==> config.mk <==
export PLATFORM = sky130hd
export DESIGN_NAME = pc_sequencer
export DESIGN_NICKNAME = d
export VERILOG_FILES = /design/src/rtl/pc_seq_defs.sv /design/src/rtl/branch_target_buffer.sv /design/src/rtl/pc_sequencer.sv
export SDC_FILE = /design/constraint.sdc
export NUM_CORES = 1
export LEC_CHECK = 0
export ABC_AREA = 1
export CAP_MARGIN = 10
export CELL_PAD_IN_SITES_DETAIL_PLACEMENT = 0
export CELL_PAD_IN_SITES_GLOBAL_PLACEMENT = 2
export CORE_ASPECT_RATIO = 1.2
export CORE_MARGIN = 2
export CORE_UTILIZATION = 36
export CTS_BUF_LIST = sky130_fd_sc_hd__clkbuf_4 sky130_fd_sc_hd__clkbuf_8 sky130_fd_sc_hd__clkbuf_16
export CTS_CLUSTER_SIZE = 24
export DETAILED_ROUTE_END_ITERATION = 8
export PLACE_DENSITY = 0.82
export SLEW_MARGIN = 20
export SYNTH_ARGS = -nofsm -noshare
export SYNTH_HDL_FRONTEND = slang
export SYNTH_SLANG_ARGS = --single-unit
==> constraint.sdc <==
create_clock -name clk -period 3.94 [get_ports clk]
set_input_delay 0.394 -clock clk [delete_from_list [all_inputs] [get_ports clk]]
set_output_delay 0.394 -clock clk [all_outputs]
set_load 0.02 [all_outputs]
==> src/rtl/pc_seq_defs.sv <==
// Shared encodings and sizing for the fetch-stage PC sequencer and its BTB.
package pc_seq_defs;

  typedef enum logic [1:0] {
    INIT   = 2'd0,
    RUN    = 2'd1,
    HALTED = 2'd2
  } seq_state_e;

  typedef enum logic [1:0] {
    CTR_STRONG_NT = 2'b00,
    CTR_WEAK_NT   = 2'b01,
    CTR_WEAK_T    = 2'b10,
    CTR_STRONG_T  = 2'b11
  } ctr_e;

  localparam int BTB_ENTRIES_DFLT = 16;
  localparam int BTB_IDX_W        = $clog2(BTB_ENTRIES_DFLT);
  localparam int BTB_TAG_W        = 30 - BTB_IDX_W;

  // Saturating 2-bit update of the global direction counter.
  function automatic ctr_e ctr_next(input ctr_e cur, input logic taken);
    logic [1:0] v;
    v = cur;
    if (taken) begin
      if (v != 2'b11) v = v + 2'd1;
      else            v = 2'b11;
    end else begin
      if (v != 2'b00) v = v - 2'd1;
      else            v = 2'b00;
    end
    return ctr_e'(v);
  endfunction

endpackage

==> src/rtl/branch_target_buffer.sv <==
// Direct-mapped BTB: combinational read port, one synchronous write port,
// valid bits cleared asynchronously by reset.
module branch_target_buffer #(
  parameter int ENTRIES = 16,
  parameter int IDX_W   = $clog2(ENTRIES),
  parameter int TAG_W   = 30 - IDX_W
) (
  input  logic             clk,
  input  logic             reset,
  input  logic [IDX_W-1:0] rd_idx,
  output logic             rd_valid,
  output logic [TAG_W-1:0] rd_tag,
  output logic [31:0]      rd_target,
  input  logic             wr_en,
  input  logic [IDX_W-1:0] wr_idx,
  input  logic [TAG_W-1:0] wr_tag,
  input  logic [31:0]      wr_target
);

  logic [ENTRIES-1:0] valid_q, valid_d;
  logic [TAG_W-1:0]   tag_q    [ENTRIES];
  logic [31:0]        target_q [ENTRIES];

  always_comb begin
    valid_d = valid_q;
    if (wr_en) valid_d[wr_idx] = 1'b1;
    else       valid_d = valid_q;
  end

  always_ff @(posedge clk or negedge reset) begin
    if (!reset) valid_q <= '0;
    else        valid_q <= valid_d;
  end

  // Payload needs no reset: it is only observed through a set valid bit.
  always_ff @(posedge clk) begin
    if (wr_en) begin
      tag_q[wr_idx]    <= wr_tag;
      target_q[wr_idx] <= wr_target;
    end
  end

  assign rd_valid  = valid_q[rd_idx];
  assign rd_tag    = tag_q[rd_idx];
  assign rd_target = target_q[rd_idx];

endmodule

==> src/rtl/pc_sequencer.sv <==
// Fetch-stage controller: BTB + global 2-bit counter prediction, mispredict
// redirect, stall and halt handling; drives the PC register and pipeline flush.
module pc_sequencer
  import pc_seq_defs::*;
#(
  parameter int          BTB_ENTRIES = BTB_ENTRIES_DFLT,
  parameter logic [31:0] RESET_PC    = 32'h0
) (
  input  logic        clk,
  input  logic        reset,
  input  logic [31:0] current_pc,
  input  logic        stall,
  input  logic        halt,
  input  logic        ex_valid,
  input  logic        ex_is_cond,
  input  logic [31:0] ex_pc,
  input  logic        ex_taken,
  input  logic [31:0] ex_actual_next_pc,
  input  logic [31:0] ex_pred_next_pc,
  output logic [31:0] next_pc,
  output logic        pc_write,
  output logic [31:0] fetch_pred_next_pc,
  output logic        flush
);

  localparam int IDX_W = $clog2(BTB_ENTRIES);
  localparam int TAG_W = 30 - IDX_W;

  seq_state_e       state_q, state_d;
  ctr_e             ctr_q, ctr_d;
  logic             btb_valid;
  logic [TAG_W-1:0] btb_tag;
  logic [31:0]      btb_target;
  logic             btb_hit, mispredict, train_en, btb_we;
  logic [31:0]      pc_plus4;
  logic             unused_ex_pc_lo;

  branch_target_buffer #(
    .ENTRIES(BTB_ENTRIES),
    .IDX_W  (IDX_W),
    .TAG_W  (TAG_W)
  ) u_btb (
    .clk      (clk),
    .reset    (reset),
    .rd_idx   (current_pc[IDX_W+1:2]),
    .rd_valid (btb_valid),
    .rd_tag   (btb_tag),
    .rd_target(btb_target),
    .wr_en    (btb_we),
    .wr_idx   (ex_pc[IDX_W+1:2]),
    .wr_tag   (ex_pc[31:IDX_W+2]),
    .wr_target(ex_actual_next_pc)
  );

  assign unused_ex_pc_lo    = ^ex_pc[1:0];
  assign pc_plus4           = current_pc + 32'd4;
  assign btb_hit            = btb_valid && (btb_tag == current_pc[31:IDX_W+2]);
  assign fetch_pred_next_pc = (btb_hit && ctr_q[1]) ? btb_target : pc_plus4;
  assign mispredict         = ex_valid && (ex_actual_next_pc != ex_pred_next_pc);
  // halt comes from WB, which is older than EX, so it also suppresses training.
  assign train_en           = ex_valid && !halt && (state_q != HALTED);
  assign btb_we             = train_en && ex_taken;

  always_comb begin
    ctr_d = ctr_q;
    if (train_en && ex_is_cond) ctr_d = ctr_next(ctr_q, ex_taken);
    else                        ctr_d = ctr_q;
  end

  always_comb begin
    state_d  = state_q;
    next_pc  = current_pc;
    pc_write = 1'b0;
    flush    = 1'b0;
    if (!reset) begin
      next_pc = RESET_PC;
    end else begin
      case (state_q)
        INIT: begin
          next_pc  = RESET_PC;
          pc_write = 1'b1;
          state_d  = RUN;
        end
        RUN: begin
          if (halt) begin
            state_d = HALTED;
          end else if (mispredict) begin
            next_pc  = ex_actual_next_pc;
            pc_write = 1'b1;
            flush    = 1'b1;
          end else if (stall) begin
            pc_write = 1'b0;
          end else begin
            next_pc  = fetch_pred_next_pc;
            pc_write = 1'b1;
          end
        end
        HALTED: begin
          state_d = HALTED;
        end
        default: begin
          state_d = INIT;
          next_pc = RESET_PC;
        end
      endcase
    end
  end

  always_ff @(posedge clk or negedge reset) begin
    if (!reset) begin
      state_q <= INIT;
      ctr_q   <= CTR_WEAK_NT;
    end else begin
      state_q <= state_d;
      ctr_q   <= ctr_d;
    end
  end

endmodule

==> results.md <==
- Crit path launch: current_pc[5]
- Area leader, netlist: sky130_fd_sc_hd__edfxtp_1
- Clk Tree Root Cell: sky130_fd_sc_hd__clkbuf_16
- CP arrival: 3.53 ns
- Post-synthesis instance total: 3987
- Sequential element share of the synthesized area: 67.7%
- Asr flop ratio synth: 2.11%
- Minimum period implied by the final worst setup slack: between 3 and 4 ns
- Total of buffers placed on input and output ports: 198
- Number of buffers between clock root and the deepest sink: 3
- TritonCTS buffer count: 95
- Number of vias after detailed routing: 31600
- Die Footprint: approximately 120000 sq um
- Worst hold slack: ~0.045 ns
- Die boundary height: 378 um
- Required time of the critical path: between 3 and 4 ns
- Endpoint of the most critical register-to-register path: u_btb.target_q[3][4]
- Number of buffers inserted for hold repair after clock tree synthesis: 0
- Layout cells sized above 1: roughly 17%
- Synthesized area divided by synthesized cell count: 10.5 sq um
- Antenna violations before repair: 4
- Row cnt: 137
- Maximum capacitance violations: 0
- Critical-path maximum fanout: 9
- Area fraction of the dominant cell type after synthesis: 66.5%
- Setup repair after global routing missed its margin: yes
- Capture point of the critical path: next_pc[3]
- Startpoint type of the worst setup path: input pin
- Number of pins exceeding their max-slew limit in the final report: 0
- Fmax: 255 MHz
- Final hold violation count: 0
- Number of flops mapped to enable cells by yosys: 928
- Reg2reg path depth: 8
- Wire length of the first global-routing pass: 207 mm
- Most frequently used cell type in the post-synthesis netlist: sky130_fd_sc_hd__nand2_1
- Clock transition at the registers of the reported paths: 0.06 ns
- Placeable Area: between 100000 and 150000 sq um
- Setup-violating endpoint count in the final report: 0
- Post-synth design cell area: 41900 sq um
- Number of flip-flops and latches in the synthesized netlist: about 950
- Clock latency on the worst-skew pair: just under 0.7 ns
- Clock tree from TritonCTS: built
- Warnings from Yosys: 0
- Remaining routing DRC violations: 0
- CTS sink cnt: 948
- Vias per cell: 5.19
- Element type at the critical path end: output port
- Routability-driven placement congestion ratio: 0.917
- Final clock skew: 0.0444 ns
- GRT Total Usage: 23.8%
- Most instantiated flip-flop cell in the synthesis netlist: sky130_fd_sc_hd__edfxtp_1
- Tot Pwr: 23500 uW
- Worst setup path category: in -> out
- Static Leakage: 0.0204 uW
- Sum of overflow across all layers after global routing: 0
- Detailed router's first-iteration violation count: roughly 3000
- Initial standard-cell utilization of the core: 36.2%
- Antenna cells: 0
- Reg-to-reg setup timing slack: about 1.1 ns
- Share of the clock period used by the worst path after layout: between 90% and 100%
- Ranking of synthesized cells by instance count: sky130_fd_sc_hd__nand2_1 (1043), sky130_fd_sc_hd__edfxtp_1 (928), sky130_fd_sc_hd__nor2_1 (398), sky130_fd_sc_hd__inv_1 (346), sky130_fd_sc_hd__nand3_1 (311)
- Power per cell area: 448 nW/um^2
- Boundary Pins: 201
- Nets: 4618
- Horiz. Die Dim: about 320 um
- ANT nets after route: 0
- Via count of the first global-routing pass: 30000
- Post-synthesis to final-layout area growth: 25.2%
- Crit Reg-Reg Startpoint: state_q[0]
- 1st-pass router iterations: 6
- Run status: complete, no violations
- Average wire length per cell after detail routing: between 20 and 25 um
- Hold WC Path Type: in -> async
- Overall routed net length: 144 mm
- Worst vdd rail ir drop: approximately 380 uV
- Half-perimeter wire length after placement: about 93 mm
- Worst slew margin: 30.7%
- Largest net degree at the start of global routing: 111
- Post-Syn Nets: 4126
- Distinct cells, synth: 39
- Slew @ Worst Pin: 1.04 ns
- CTS H-tree lvls: 3
- Synth area leaders: sky130_fd_sc_hd__edfxtp_1 (67%), sky130_fd_sc_hd__nand2_1 (9.3%), sky130_fd_sc_hd__nand3_1 (3.7%), sky130_fd_sc_hd__nor2_1 (3.6%), sky130_fd_sc_hd__o21ai_0 (3.5%)
-- cells by family (layout without fill, tap and decap cells) --
group | count (synthesis) | in the layout | synth area share (%)
buffers and inverters | 595 | 1164 | 5.70
AO/OA/AOI/OAI | 569 | 569 | 7.73
multiplexers | 1 | 1 | 0.0269
adder cells (fa/ha/maj) | 4 | 4 | 0.119
XOR/XNOR | 51 | 51 | 1.07
flip-flops | 948 | 948 | 67.7
AND/OR/NAND/NOR | 1819 | 1819 | 17.6
-- per-layer routing --
layer / up-vias / GRT usage, % / routed length, um
met1: 15600 / 32.0 / 60500
met3: 220 / 3.42 / 9570
li1: 14600 / - / -
met5: - / 0 / 43
met2: 1165 / 39.0 / 68100
met4: 6 / 8.83 / 5390
-- worst min-delay path by stage --
stage,to,slack (ns)
finish,state_q[0],0.04
global route,state_q[0],0.03
CTS,state_q[0],0.02
detailed placement,u_btb.valid_q[2],0.45
global placement,u_btb.valid_q[13],0.44
floorplan,ctr_q[1],0.1
-- state kept, by name, indices dropped and copies added (netlist names) --
register        count
u_btb.valid_q      16
state_q             2
ctr_q               2
u_btb.target_q    512
u_btb.tag_q       416
-- critical path, stage by stage --
cell and delay [ns]:
sky130_fd_sc_hd__clkdlybuf4s50_1 0.42, sky130_fd_sc_hd__buf_6 0.15, sky130_fd_sc_hd__inv_8 0.07, sky130_fd_sc_hd__nor2_4 0.04
sky130_fd_sc_hd__buf_12 0.13, sky130_fd_sc_hd__clkbuf_16 0.16, sky130_fd_sc_hd__buf_4 0.14, sky130_fd_sc_hd__nand2_1 0.06
sky130_fd_sc_hd__nand2_1 0.05, sky130_fd_sc_hd__nor2_2 0.10, sky130_fd_sc_hd__nand2_2 0.09, sky130_fd_sc_hd__a21oi_2 0.12
sky130_fd_sc_hd__nand2_1 0.06, sky130_fd_sc_hd__nor2_1 0.08, sky130_fd_sc_hd__nand2_1 0.09, sky130_fd_sc_hd__nor2_4 0.21
sky130_fd_sc_hd__nand2_4 0.14, sky130_fd_sc_hd__nand2_1 0.13, sky130_fd_sc_hd__nand3_2 0.10, sky130_fd_sc_hd__nand2_1 0.09
sky130_fd_sc_hd__nand2_1 0.05, sky130_fd_sc_hd__nand2_1 0.10, sky130_fd_sc_hd__a21oi_1 0.08, sky130_fd_sc_hd__buf_4 0.16
sky130_fd_sc_hd__dlygate4sd2_1 0.31
-- through the flow --
step	std cells	cell area [sq um]	TNS (ns)	setup slack, ns	utilization (%)
6_report	6085	52500	0	0.0137	45.3
4_1_cts	6078	52100	0	0.00238	45.0
3_5_place_dp	5904	48900	-11.28	-0.376	42.2
3_3_place_gp	5904	48900	-10.86	-0.412	42.2
2_1_floorplan	3987	41900	-184.19	-0.239	-
5_1_grt	6085	52500	-0.718	-0.154	45.3
-- area by class of cell --
| cell class | count | area, sq um |
|---|---|---|
| Clock buffer | 119 | 2580 |
| Fill cell | 10900 | 63400 |
| Multi-Input combinational cell | 2444 | 11600 |
| Sequential cell | 948 | 28400 |
| Tap cell | 1529 | 1910 |
| Clock inverter | 55 | 616 |
| Inverter | 371 | 1420 |
| Timing Repair Buffer | 619 | 6010 |
-- cell usage in the layout (no fill, tap or decap), types with 9 or more instances in the layout --
master,count
sky130_fd_sc_hd__a21oi_1,75
sky130_fd_sc_hd__a21oi_2,11
sky130_fd_sc_hd__a221oi_1,17
sky130_fd_sc_hd__buf_12,70
sky130_fd_sc_hd__buf_4,356
sky130_fd_sc_hd__buf_6,16
sky130_fd_sc_hd__clkbuf_16,97
sky130_fd_sc_hd__clkbuf_2,10
sky130_fd_sc_hd__clkbuf_4,20
sky130_fd_sc_hd__clkdlybuf4s50_1,130
sky130_fd_sc_hd__clkinv_1,25
sky130_fd_sc_hd__clkinv_2,14
sky130_fd_sc_hd__dfrtp_1,19
sky130_fd_sc_hd__dlygate4sd2_1,20
sky130_fd_sc_hd__dlymetal6s2s_1,11
sky130_fd_sc_hd__edfxtp_1,928
sky130_fd_sc_hd__inv_1,342
sky130_fd_sc_hd__inv_2,19
sky130_fd_sc_hd__nand2_1,1023
sky130_fd_sc_hd__nand2_2,19
sky130_fd_sc_hd__nand3_1,291
sky130_fd_sc_hd__nand3_2,20
sky130_fd_sc_hd__nand4_1,17
sky130_fd_sc_hd__nor2_1,368
sky130_fd_sc_hd__nor2_2,11
sky130_fd_sc_hd__nor2_4,22
sky130_fd_sc_hd__nor4_1,11
sky130_fd_sc_hd__o21ai_0,290
sky130_fd_sc_hd__o21ai_1,18
sky130_fd_sc_hd__o21ai_2,9
sky130_fd_sc_hd__o221ai_1,46
sky130_fd_sc_hd__o22ai_1,89
sky130_fd_sc_hd__or2_2,18
sky130_fd_sc_hd__xnor2_1,28
sky130_fd_sc_hd__xor2_1,23
-- power breakdown --
part | internal, uW | switching, uW | total, uW
registers | 11200 | 47.0 | 11200
clock network | 5230 | 3970 | 9200
logic | 1090 | 1990 | 3070
-- what timing repair did --
| item | 4_1_cts | 5_1_grt |
|---|---|---|
| resized for setup | 91 | 173 |
| gates cloned | 0 | 2 |
| buffers inserted | 0 | 5 |
| endpoints found under the setup margin | 58 | 63 |
| pin swaps | 0 | 15 |
No activity file was read; power rests on OpenSTA's default activity.
